==> config.mk <==
export PLATFORM = sky130hd
export DESIGN_NAME = mux_arb_nx1
export DESIGN_NICKNAME = d
export VERILOG_FILES = /design/src/rtl/mux_arb_nx1.sv
export SDC_FILE = /design/constraint.sdc
export NUM_CORES = 1
export LEC_CHECK = 0
export CORE_UTILIZATION = 40
export CTS_BUF_LIST = sky130_fd_sc_hd__clkbuf_8
export CTS_CLUSTER_SIZE = 24
export DETAILED_ROUTE_END_ITERATION = 6
export PLACE_DENSITY_LB_ADDON = 0.25
export SYNTH_ARGS = -nofsm -noshare
export SYNTH_HDL_FRONTEND = slang
export SYNTH_SLANG_ARGS = --single-unit
export TNS_END_PERCENT = 10
==> constraint.sdc <==
create_clock -name clk -period 4.7 [get_ports clk]
set_input_delay 0.47 -clock clk [delete_from_list [all_inputs] [get_ports clk]]
set_output_delay 0.47 -clock clk [all_outputs]
set_load 0.02 [all_outputs]
==> src/rtl/mux_arb_nx1.sv <==
// Registered N:1 arbitrating mux with valid/ready channels.
// Arbitration is round-robin or fixed-priority, with optional packet locking.
//
// state     | meaning
// ----------+-----------------------------------------------------------
// ST_OPEN   | no packet in flight; grant follows the arbitration mode
// ST_LOCKED | a multi-beat packet is in flight; only lock_idx may be granted
module mux_arb_nx1 #(
    parameter int WIDTH    = 8,
    parameter int NUM_IN   = 4,
    parameter int ARB_MODE = 0,
    parameter int PKT_MODE = 0,
    localparam int SRC_W   = (NUM_IN > 1) ? $clog2(NUM_IN) : 1
) (
    input  logic                    clk,
    input  logic                    rst_n,
    input  logic [NUM_IN*WIDTH-1:0] inp_data,
    input  logic [NUM_IN-1:0]       inp_valid,
    input  logic [NUM_IN-1:0]       inp_last,
    output logic [NUM_IN-1:0]       inp_ready,
    output logic [WIDTH-1:0]        out_data,
    output logic                    out_valid,
    output logic                    out_last,
    output logic [SRC_W-1:0]        out_src,
    input  logic                    out_ready
);

    typedef enum logic {
        ST_OPEN   = 1'b0,
        ST_LOCKED = 1'b1
    } lock_st_t;

    lock_st_t          lock_st;
    logic [SRC_W-1:0]  lock_idx;
    logic [SRC_W-1:0]  ptr;

    logic              load;
    logic [NUM_IN-1:0] grant;
    logic [SRC_W-1:0]  gidx;
    logic              any_grant;
    logic [WIDTH-1:0]  sel_data;
    logic              sel_last;

    assign load = !out_valid || out_ready;

    always_comb begin
        int idx;
        grant     = '0;
        gidx      = '0;
        any_grant = 1'b0;
        idx       = 0;
        if (PKT_MODE != 0 && lock_st == ST_LOCKED) begin
            if (inp_valid[lock_idx]) begin
                grant[lock_idx] = 1'b1;
                gidx            = lock_idx;
                any_grant       = 1'b1;
            end
        end else if (ARB_MODE != 0) begin
            for (int i = NUM_IN - 1; i >= 0; i--) begin
                if (inp_valid[i]) begin
                    grant     = '0;
                    grant[i]  = 1'b1;
                    gidx      = SRC_W'(i);
                    any_grant = 1'b1;
                end
            end
        end else begin
            // Walk from farthest to nearest so the channel right after ptr wins last.
            for (int k = NUM_IN; k >= 1; k--) begin
                idx = int'(ptr) + k;
                if (idx >= NUM_IN) idx = idx - NUM_IN;
                if (inp_valid[idx]) begin
                    grant      = '0;
                    grant[idx] = 1'b1;
                    gidx       = SRC_W'(idx);
                    any_grant  = 1'b1;
                end
            end
        end
    end

    always_comb begin
        sel_data = '0;
        sel_last = 1'b0;
        for (int i = 0; i < NUM_IN; i++) begin
            if (grant[i]) begin
                sel_data = inp_data[i*WIDTH +: WIDTH];
                sel_last = inp_last[i];
            end
        end
    end

    // Ready is forced low while reset is asserted, even though load is high then.
    assign inp_ready = (rst_n && load) ? grant : '0;

    always_ff @(posedge clk or negedge rst_n) begin
        if (!rst_n) begin
            out_valid <= 1'b0;
            out_data  <= '0;
            out_last  <= 1'b0;
            out_src   <= '0;
            ptr       <= SRC_W'(NUM_IN - 1);
            lock_st   <= ST_OPEN;
            lock_idx  <= '0;
        end else if (load) begin
            if (any_grant) begin
                out_valid <= 1'b1;
                out_data  <= sel_data;
                out_last  <= sel_last;
                out_src   <= gidx;
                if (ARB_MODE == 0) ptr <= gidx;
                if (PKT_MODE != 0) begin
                    case (lock_st)
                        ST_OPEN: begin
                            if (!sel_last) begin
                                lock_st  <= ST_LOCKED;
                                lock_idx <= gidx;
                            end
                        end
                        ST_LOCKED: begin
                            if (sel_last) lock_st <= ST_OPEN;
                        end
                        default: lock_st <= ST_OPEN;
                    endcase
                end
            end else begin
                out_valid <= 1'b0;
            end
        end
    end

endmodule

# [Word-level counts from Yosys, hierarchy flattened]
# Cells that the tools add are included.
[classes] add_sub_neg=8 n_mul=0 div_mod_pow=0 magnitude_cmp=12 eq_ne=0 n_shift=0 mux=46 bitwise=0 n_reduce_logical=8
[ops] cell="$ge A32 B1 Y1 const B" count=4
[ops] cell="$lt A32 B4 Y1 const B" count=4
[ops] cell="$mux W32" count=4
[ops] cell="$mux W8" count=4
[ops] cell="$mux W1" count=21
[ops] cell="$mux W4" count=5
[ops] cell="$sub A3 B3 Y4 const B" count=3
[ops] cell="$ge A3 B3 Y1 const B" count=3
[ops] cell="$bmux W1 S2" count=4
[ops] cell="$demux W1 S2" count=4
[ops] cell="$mux W2" count=4
[ops] cell="$add A2 B2 Y3 const B" count=2
[ops] cell="$logic_and A1 B1 Y1" count=5
[ops] cell="$sub A4 B3 Y5 const B" count=1
[ops] cell="$add A2 B3 Y4 const B" count=1
[ops] cell="$ge A4 B3 Y1 const B" count=1
[ops] cell="$add A2 B1 Y3 const B" count=1
[ops] cell="$reduce_and A2 Y1" count=1
[ops] cell="$logic_not A1 Y1" count=1
[ops] cell="$logic_or A1 B1 Y1" count=1
[totals] register_bits=14 latch_bits=0 ramBits=0 rom_bits=0 memories=0

# [Depth between registers and ports, before layout]
# Gate-level depths: netlist (run 1).
[logic_depth] word_depth=15 depth_mapped=10 ltp_nobuf=7

# [Worst setup path before layout (run 1)]
# No wires, ideal clock.
[synth_timing] path_type="register -> output" startpoint="register ptr[0]" endpoint="output port inp_ready[3]" arrival_ns=3.312 required_time_ns=4.230 slack_ns=0.918 path_stages_with_launch=10 n_path_buf=3 cell_sequence="dfstp_2 > buf_2 > inv_1 > ha_1 > mux4_2 > buf_4 > or4b_4 > a31oi_4 > buf_2 > nor2b_1"
[synth_between] elab_chain_cells=12 word_cells_on_any_way=53
[synth_lines] item="start: declaration" line_no="35" text="logic [SRC_W-1:0] ptr;"
[synth_lines] item="start signal: assignment" line_no="102" text="ptr <= SRC_W'(NUM_IN - 1);"
[synth_lines] item="start signal: assignment" line_no="111" text="if (ARB_MODE == 0) ptr <= gidx;"
[synth_lines] item="$add A2 B3 Y4" line_no="70" text="idx = int'(ptr) + k;"
[synth_lines] item="$sub A4 B3 Y5 or $ge A4 B3 Y1 (tied branches)" line_no="71" text="if (idx >= NUM_IN) idx = idx - NUM_IN;"
[synth_lines] item="$mux W32" line_no="71"
[synth_lines] item="$ge A32 B1 Y1 (not written as such) or $lt A32 B4 Y1 (tied branches)" line_no="74" text="grant[idx] = 1'b1;"
[synth_lines] item="$logic_and A1 B1 Y1 (not written as such)" line_no="74"
[synth_lines] item="$mux W1 (not written as such)" line_no="74"
[synth_lines] item="$demux W1 S2" line_no="74"
[synth_lines] item="$mux W4 (3 in series)" line_no="72" text="if (inp_valid[idx]) begin"
[synth_lines] item="$mux W4 *" line_no="72"
[synth_lines] item="$mux W4 *" line_no="94" text="assign inp_ready = (rst_n && load) ? grant : '0;"
[synth_lines] item="end: declaration" line_no="20" text="output logic [NUM_IN-1:0] inp_ready,"
# Every way passes the cells marked *; elsewhere a longest branch is shown, timed or not. The select of a mux whose other input is x is not followed.

# [Final worst setup path (run 1)]
[layout_timing] startpoint="register ptr[0]" endpoint="output port inp_ready[2]"
# The elaborated chain is that of the path after synthesis.

==> reports/metrics.cfg, run 1 <==
[clock_tree]
hold_buffers = 0
clock_latency_ns = 0.26
post_cts_buffers = 0
cts_tree = built
numCtsBuffers = 3
clk_pin_slew_ns = 0.06
clock_path_buffers = 2
h-tree-depth = 1
root_buffer = clkbuf_8
cts.sinks = 14
cts-resized-gates = 0

[worst_setup_path]
rr_worst_depth = 6
critPathLaunchType = flip-flop
worstSetupPathType = reg -> out
cp.required_ns = 4.23
end_kind = output pin
crit_arrival_ns = 3.86
timing.rr.end = out_data[3]
r2r-start = ptr[0]
cp-endpoint = inp_ready[2]
crit_fanout = 14
critPathLaunch = ptr[0]
regToRegSetupSlack_ns = 1.09

[grt]
grtUsageMet1 = 0.305
grt-ovfl-total = 0
grt_max_degree = 21
grt_use_met2 = 0.387
top_usage_layer = met2
grt.total_usage = 0.240
first_global_vias = 1537
antenna_found_initial = 0
grt_pass1_wl_mm = 7.44
met3_usage = 0.0643

[logic_synthesis]
yosysUniqueCellTypes = 45
synthArstFlopShare = 1.00
yosys_most_used_dff = dfrtp_1
ys_seq_elements = 14
synth_sequential_area_ratio = 0.230
postSynthCellCount = 160
synth_edf_count = 0
ys_warn_count = 0
avgSynthCellArea_sq_um = 9.59
synth_area_sq_um = 1530
syn_nets = 210

[drt]
dr.pass1.iters = 4
via_per_inst = 6.01
drt_iter0_markers = 101
drc = 0
final_antenna_net_count = 0
drt_wl_total_mm = 4.65
wl_per_cell_um = 17.6
vias = 1587

[layout]
diodes = 0
stdcell_count = 264
layout_common_cells = 58 x clkdlybuf4s50_1, 20 x inv_1, 13 x nor2_1
fin_nets = 267
layout-drive-gt1-share = 0.130
layout_commonest_cell = clkdlybuf4s50_1
nFillCells = 317
synthToLayoutAreaGrowth_pct = 43.8
fin_util = 0.603
postLayoutCellArea_sq_um = 2210

[place]
gp_congestion = 0.887
numPortBuffers = 58
dp_hpwl_mm = 3.49
dp.cells = 260
post_dp_cell_area_sq_um = 2150

[power]
peakVddDrop_mv = 0.333
leakagePower_nw = 0.849
cellPowerDensity_nw_per_um2 = 742
power_w = 0.00164

[die]
core_area_sq_um = 3660
ios = 59
row_count = 22
die-area_sq_um = 4090
start_util = 0.419
dieHeight_um = 63.9
dieWidth_um = 63.9

[sta]
fin_setup_tns_ns = 0
fin_crit_sh = 0.922
slew_headroom = 0.271
rsz0062_at_grt = no
hold_viol_final = 0
timing.final.setup_violations = 0
report.final.slew_viol_count = 0
worstMarginPinSlew_ns = 1.09
clock.fmax_mhz = 231
layout_min_cycle_time_ns = 4.33
skew_ns = 0.00709

[min_path]
hp-class = reg -> reg

[run]
maxCapViolations = 0

[outcome]
status = finished clean

worst min-delay path by stage:
stage,endpoint,depth (start not counted),start
2_1_floorplan,out_data[0],0,rst_n
3_3_place_gp,out_src[1],1,out_src[1]
3_5_place_dp,out_src[1],1,out_src[1]
4_1_cts,out_src[1],1,out_src[1]
5_1_grt,out_src[1],1,out_src[1]
6_report,out_src[1],1,out_src[1]
report_power, final:
part	switching, W	internal (W)	total [W]	leakage (nW)
Clock	0.0000483	0.0000744	0.000123	0.0288
Combinational	0.000702	0.000553	0.00125	0.664
Sequential	0.0000654	0.000194	0.000259	0.156
metal layers:
metal	share of wire	vias to the layer above
li1	-	753
met1	0.43	761
met2	0.48	67
met3	0.077	6
met4	0.016	0
met5	0	-
state kept, by name, indices dropped and copies added (netlist names):
| signal | cells |
|---|---|
| out_data | 8 |
| out_src | 2 |
| ptr | 2 |
| out_last | 1 |
| out_valid | 1 |
cell families after synthesis:
logic type,synth area share
compound gates,0.404
simple gates,0.150
mux,0.0653
buf+inv,0.0938
flops,0.230
fa+ha+maj,0.0571
synth_stat cells (2+ instances only):
master	number	share of area
nor2_1	13	0.032
buf_6	2	0.015
ha_1	7	0.057
mux4_2	4	0.059
a221oi_2	2	0.020
nor2b_1	3	0.012
o311a_1	8	0.052
dfrtp_1	12	0.20
o2bb2ai_1	9	0.051
a21o_1	3	0.015
inv_1	20	0.049
a221oi_1	8	0.046
a311oi_1	2	0.011
and2_1	2	0.0082
buf_2	4	0.013
a21oi_1	5	0.016
o21a_1	2	0.0098
o21ai_0	4	0.013
o211ai_1	10	0.049
a2111oi_1	8	0.052
nand2_1	3	0.0073
dfstp_2	2	0.034
clkbuf_1	4	0.0098
nand2b_1	2	0.0082
per-stage QoR:
step	setup WS, ns	hold WS [ns]
after detailed placement	0.662	0.478
after floorplan	0.918	0.174
after global placement	0.783	0.457
final	0.366	0.487
after global routing	0.161	0.511
after CTS	0.357	0.491
worst max-delay path: stages (launching register included):
cell             delay, ns
dfstp_2               0.69
inv_1                 0.14
ha_1                  0.40
mux4_2                0.67
or4b_1                0.51
a32oi_1               0.18
buf_4                 0.21
nor2b_1               0.18
clkdlybuf4s50_1       0.63
layout make-up:
class | count | area (sq um) | share of cell area
Clock buffer | 4 | 55.1 | 0.0250
Inverter | 20 | 75.1 | 0.0340
Multi-Input combinational cell | 114 | 1040 | 0.470
Sequential cell | 14 | 353 | 0.160
Tap cell | 48 | 60.1 | 0.0272
Timing Repair Buffer | 64 | 626 | 0.284
(Power assumes the default switching activity.)
==> inputs of run 2 (changes only) <==
--- a/config.mk
+++ b/config.mk
@@ -5,6 +5,7 @@
 export SDC_FILE = /design/constraint.sdc
 export NUM_CORES = 1
 export LEC_CHECK = 0
+export ABC_AREA = 1
 export CORE_UTILIZATION = 40
 export CTS_BUF_LIST = sky130_fd_sc_hd__clkbuf_8
 export CTS_CLUSTER_SIZE = 24
==> run 2 against run 1 <==
Final cell count increased by 16%; core utilization rose by 3.7 points; global-route usage is 2.8 points lower; hold slack got worse by 0.0036 ns; clock power fell by 7%; critical path depth grew 2; total power up 4.1%; critical endpoint unchanged; largest cell class unchanged; highest routed layer is now met3.
==> reports/metrics.cfg, run 2 <==
[clock_tree]
clock_latency_ns = 0.24  ; -0.02 ns
cts_tree = built
cts-resized-gates = 0  ; unchanged
numCtsBuffers = 3  ; unchanged
root_buffer = clkbuf_8
hold_buffers = 0  ; unchanged
h-tree-depth = 1  ; unchanged
clk_pin_slew_ns = 0.06  ; about the same
clock_path_buffers = 2  ; unchanged
post_cts_buffers = 0  ; unchanged
cts.sinks = 14  ; unchanged

[grt]
first_global_vias = 1323  ; -14%
grt_pass1_wl_mm = 5.80  ; -22%
grt-ovfl-total = 0  ; unchanged
grt_max_degree = 19  ; -9.5%
grt.total_usage = 0.212  ; -0.0285
antenna_found_initial = 0  ; unchanged

[sta]
timing.final.setup_violations = 0  ; unchanged
hold_viol_final = 0  ; unchanged
slew_headroom = 0.612  ; +0.341
fin_setup_tns_ns = 0  ; unchanged
clock.fmax_mhz = 288  ; +25%
worstMarginPinSlew_ns = 0.580  ; -0.509 ns
fin_crit_sh = 0.739  ; -0.183
report.final.slew_viol_count = 0  ; unchanged
layout_min_cycle_time_ns = 3.47  ; -0.860 ns
fin_ws_ns = 1.23  ; +0.860 ns
skew_ns = 0.000494  ; -0.00660 ns
rsz0062_at_grt = no

[drt]
drt_wl_total_mm = 3.53  ; -24%
drt_iter0_markers = 67  ; -34%
wl_per_cell_um = 11.6  ; -34%
drc = 0  ; unchanged
final_antenna_net_count = 0  ; unchanged
via_per_inst = 4.84  ; -19%
dr.pass1.iters = 4  ; unchanged
vias = 1476  ; -7.0%

[logic_synthesis]
synth_fa_ha_area_frac = 0.0672  ; +0.0101
postSynthCellCount = 203  ; +27%
synth_area_sq_um = 1300  ; -15%
synth_xor_area_frac = 0  ; unchanged
synth_edf_count = 0  ; unchanged
ys_top_cells_by_count = 53 x nand2_1, 40 x a21oi_1, 29 x nor2_1
yosys-top-cells-area = dfrtp_1 23%, a21oi_1 15%, nand2_1 15%, nor2_1 8.4%, nand3_1 7.7%
ys_warn_count = 0  ; unchanged
avgSynthCellArea_sq_um = 6.42  ; -33%
ys_seq_elements = 14  ; unchanged
syn_nets = 253  ; +20%
synthMuxAreaShare = 0  ; -0.0653
synth-compound-area-share = 0.205  ; -0.199
synth-simple-area-share = 0.388  ; +0.238
yosys.area.top_type_share = 0.231  ; +0.0348
synth_most_common_cell = nand2_1
synth_top_family_by_area = simple AND/OR/NAND/NOR gates
synth_sequential_area_ratio = 0.271  ; +0.0409
yosys_most_used_dff = dfrtp_1
yosysUniqueCellTypes = 22  ; -51%
synthArstFlopShare = 1.00  ; unchanged
synth_top_area_cell = dfrtp_1

[die]
start_util = 0.423  ; +0.00417
dieHeight_um = 59.1  ; -7.6%
row_count = 20  ; -9.1%
dieWidth_um = 59.1  ; -7.6%
die-area_sq_um = 3490  ; -15%
core_area_sq_um = 3080  ; -16%
ios = 59  ; unchanged

[worst_setup_path]
critPathLaunchType = flip-flop
end_kind = output pin
cp.required_ns = 4.23  ; about the same
worstSetupPathType = reg -> out
crit_fanout = 11  ; -3
crit_arrival_ns = 3.00  ; -0.86 ns
rr_worst_depth = 13  ; +7
regToRegSetupSlack_ns = 1.78  ; +0.69 ns

[layout]
fin_nets = 312  ; +17%
layout-drive-gt1-share = 0.0920  ; -0.0377
reg_top3 = out_data (8), out_src (2), ptr (2)
stdcell_count = 305  ; +16%
layout_commonest_cell = clkdlybuf4s50_1
largest_reg_flops = 8  ; unchanged
diodes = 0  ; unchanged
synthToLayoutAreaGrowth_pct = 51.2
fin_util = 0.640  ; +0.0373
layout_common_cells = 58 x clkdlybuf4s50_1, 53 x nand2_1, 40 x a21oi_1
largest-register = out_data

[place]
dp_slack_ns = 1.49  ; +0.831 ns
numPortBuffers = 58  ; unchanged
gp_congestion = 0.902  ; +1.7%
dp.cells = 301  ; +16%
dp_hpwl_mm = 2.79  ; -20%

[power]
leakagePower_nw = 0.921  ; +8.5%
peakVddDrop_mv = 0.451  ; +36%
cellPowerDensity_nw_per_um2 = 865  ; +17%

[outcome]
status = finished clean

[min_path]
hp-class = reg -> reg
whs_path_depth = 2  ; +1

[run]
maxCapViolations = 0  ; unchanged

run 2: cell types whose count changed after synthesis, sizes merged, moves of 4 or more:
| cell | before | now |
|---|---|---|
| nand2 | 3 | 62 |
| a21oi | 5 | 40 |
| nand3 | 0 | 22 |
| nor2 | 13 | 30 |
| a221oi | 10 | 0 |
| o211ai | 10 | 0 |
| o2bb2ai | 9 | 0 |
| a2111oi | 8 | 0 |
| o311a | 8 | 0 |
| inv | 20 | 15 |
| clkbuf | 4 | 0 |
| mux4 | 4 | 0 |
run 2: final timing paths:
| check | startpoint | to |
|---|---|---|
| worst max-delay path | ptr[0] | inp_ready[2] |
| worst min-delay path | out_src[0] | out_src[0] |
| worst max register to register | ptr[0] | out_last |
| worst min register to register | out_src[0] | out_src[0] |
| max in group asynchronous | rst_n | ptr[0] |
| min in group asynchronous | rst_n | out_data[7] |
run 2: routing by layer:
layer  GRT usage  routed length (um)
met5           0                   0
met4      0.0306                   0
met3      0.0218                 269
met2       0.323                1560
met1       0.327                1690
run 2: logic make-up after synthesis:
group           count (synthesis)
fa+ha+maj                       7
simple gates                  114
compound gates                 48
buf+inv                        20
flops                          14
run 2: power breakdown:
part | total, W | switching, W | internal (W) | leakage (nW)
sequential | 0.000244 | 0.0000452 | 0.000199 | 0.161
clock | 0.000115 | 0.0000410 | 0.0000741 | 0.0288
combinational | 0.00134 | 0.000853 | 0.000491 | 0.731
total | 0.00170 | 0.000940 | 0.000764 | 0.921
run 2: layout make-up:
| cell class | count | area [sq um] |
|---|---|---|
| clock buffer | 4 | 55.1 |
| fill | 288 | 1110 |
| inverter | 15 | 58.8 |
| multi-input combinational | 169 | 860 |
| sequential | 14 | 353 |
| tap | 44 | 55.1 |
| timing repair buffer | 59 | 588 |
run 2: through the flow:
step	total power (W)	cell area (sq um)	hold slack, ns
finish	0.00170	1970	0.483
floorplan	0.00123	1300	0.174
global route	0.00187	1970	0.514
global placement	0.00155	1910	0.468
CTS	0.00169	1970	0.489
detailed placement	0.00157	1910	0.472
run 2: critical path, stage by stage (launching register included):
cell	delay [ns]
dfstp_2	0.62
inv_2	0.12
ha_1	0.37
inv_1	0.09
nand3_1	0.13
nand2_4	0.10
nand3_2	0.10
nor2_1	0.06
nor2_1	0.45
a21oi_1	0.16
clkdlybuf4s50_1	0.56
==> inputs of run 3 (changes only) <==
==> constraint.sdc (replaced) <==
create_clock -name clk -period 3.6 [get_ports clk]
set_input_delay 0.36 -clock clk [delete_from_list [all_inputs] [get_ports clk]]
set_output_delay 0.36 -clock clk [all_outputs]
set_load 0.02 [all_outputs]
==> run 3 against run 2 <==
Register-to-register slack got worse by 1.1 ns; die area did not move; sequential share of layout area rose by 0.092 points; flip-flop and latch count did not move; non-clock buffer count did not move; global-route usage rose by 0.42 points; hold slack got worse by 0.069 ns; critical path type unchanged; clock-buffer cell count fell by 1; via count barely moved; clock power rose by 14%; first-iteration DRC count rose by 1.5%.
==> reports/metrics.cfg, run 3 (same netlist as run 2, synthesis figures left out) <==
[worst_setup_path]
max_stage_delay_ns = 0.62  ; about the same
worstSetupPathType = reg -> out
cp.required_ns = 3.24  ; -0.99 ns
r2r-start = ptr[0]
rr_worst_depth = 13  ; unchanged
worstPathCellList = inv_2 -> ha_1 -> inv_1 -> nand3_1 -> nand2_4 -> nand3_2 -> nor2_1 -> nor2_1 -> a21oi_1 -> clkdlybuf4s50_1
worst_path_max_delay_cell = dfstp_2
regToRegSetupSlack_ns = 0.69  ; -1.09 ns
timing.critical_path.mode_cell = nor2_1
cp-endpoint = inp_ready[2]
timing.rr.end = out_data[5]
critPathLaunchType = flip-flop
crit_fanout = 11  ; unchanged
end_kind = output pin
crit_arrival_ns = 3.03  ; +0.03 ns
critPathLaunch = ptr[0]

[layout]
fin_nets = 312  ; unchanged
reg_top3 = out_data (8), out_src (2), ptr (2)
diodes = 0  ; unchanged
stdcell_count = 305  ; unchanged
largest-register = out_data
postLayoutCellArea_sq_um = 1960  ; -0.51%
layout_common_cells = 58 x clkdlybuf4s50_1, 53 x nand2_1, 40 x a21oi_1
layout_commonest_cell = clkdlybuf4s50_1
synthToLayoutAreaGrowth_pct = 50.4
largest_reg_flops = 8  ; unchanged
layout-drive-gt1-share = 0.0881  ; -0.00383

[die]
dieHeight_um = 59.1  ; unchanged
row_count = 20  ; unchanged
die-area_sq_um = 3490  ; unchanged
ios = 59  ; unchanged
dieWidth_um = 59.1  ; unchanged
core_area_sq_um = 3080  ; unchanged
start_util = 0.423  ; unchanged

[sta]
timing.final.setup_violations = 0  ; unchanged
worstMarginPinSlew_ns = 0.577  ; -0.00279 ns
rsz0062_at_grt = no
skew_ns = 0.00677  ; +0.00628 ns
fin_crit_sh = 0.942
layout_min_cycle_time_ns = 3.39
slew_headroom = 0.614  ; +0.00186
fin_setup_tns_ns = 0  ; unchanged
hold_viol_final = 0  ; unchanged
report.final.slew_viol_count = 0  ; unchanged
holdWs_ns = 0.414  ; -0.0693 ns
clock.fmax_mhz = 295
fin_ws_ns = 0.210  ; -1.02 ns

[clock_tree]
root_buffer = clkbuf_8
hold_buffers = 0  ; unchanged
cts_tree = built
post_cts_buffers = 0  ; unchanged
clk_pin_slew_ns = 0.06  ; about the same
h-tree-depth = 1  ; unchanged
cts.sinks = 14  ; unchanged
numCtsBuffers = 3  ; unchanged
clock_path_buffers = 2  ; unchanged
clock_latency_ns = 0.25  ; about the same
cts-resized-gates = 0  ; unchanged

[power]
leakagePower_nw = 0.919  ; -0.20%
peakVddDrop_mv = 0.640  ; +42%
cellPowerDensity_nw_per_um2 = 1120  ; +30%

[grt]
grt-ovfl-total = 0  ; unchanged
grt_pass1_wl_mm = 5.75  ; -0.85%
grt.total_usage = 0.216  ; +0.00418
first_global_vias = 1308  ; -1.1%
antenna_found_initial = 0  ; unchanged
grt_max_degree = 19  ; unchanged

[place]
numPortBuffers = 58  ; unchanged
gp_congestion = 0.933  ; +3.4%
dp.cells = 301  ; unchanged
dp_hpwl_mm = 2.72  ; -2.4%
dp_slack_ns = 0.502  ; -0.991 ns
post_dp_cell_area_sq_um = 1910  ; unchanged

[outcome]
status = finished clean

[min_path]
hp-class = in -> async

[drt]
final_antenna_net_count = 0  ; unchanged
vias = 1475  ; -0.068%
drc = 0  ; unchanged
dr.pass1.iters = 4  ; unchanged
via_per_inst = 4.84  ; about the same
drt_wl_total_mm = 3.49  ; -0.96%
drt_iter0_markers = 68  ; +1.5%
wl_per_cell_um = 11.4  ; -0.96%

[run]
maxCapViolations = 0  ; unchanged

## run 3: how the worst min path moves through the flow
stage,end,slack (ns),startpoint,depth (start not counted)
after floorplan,out_data[0],0.06,rst_n,0
after global placement,out_src[0],0.47,out_src[0],2
after detailed placement,out_src[0],0.48,out_src[0],2
after CTS,out_data[3],0.43,rst_n,2
after global routing,out_data[3],0.44,rst_n,2
final,out_data[3],0.41,rst_n,2
## run 3: worst max-delay path: cells and delay by family (launching register included)
family,cells,cell delay (ns)
compound gates,1,0.16
fa+ha+maj,1,0.37
buf+inv,3,0.79
flops,1,0.62
simple gates,5,0.83
## run 3: where the power goes
part	switching (W)	total (W)	internal, W
combinational	0.00110	0.00174	0.000641
sequential	0.0000617	0.000321	0.000260
clock	0.0000555	0.000131	0.0000755
total	0.00122	0.00220	0.000976
## run 3: cell type report
cell class	instances	area, sq um
clock inverters	1	3.75
clock buffers	3	41.3
multi-input cells	169	860
inverters	15	58.8
repair buffers	59	588
well taps	44	55.1
fillers	283	1120
flip-flops and latches	14	353
## run 3: metrics by stage
stage | utilization | total power (W)
final | 0.637 | 0.00220
after global routing | 0.637 | 0.00243
after global placement | 0.622 | 0.00203
after floorplan | - | 0.00161
after CTS | 0.637 | 0.00219
after detailed placement | 0.622 | 0.00204
## run 3: layer usage
metal / track usage / part of all wire
met1: 0.341 / 0.50
met2: 0.302 / 0.44
met3: 0.0218 / 0.056
met4: 0.0714 / 0.0089
met5: 0 / 0
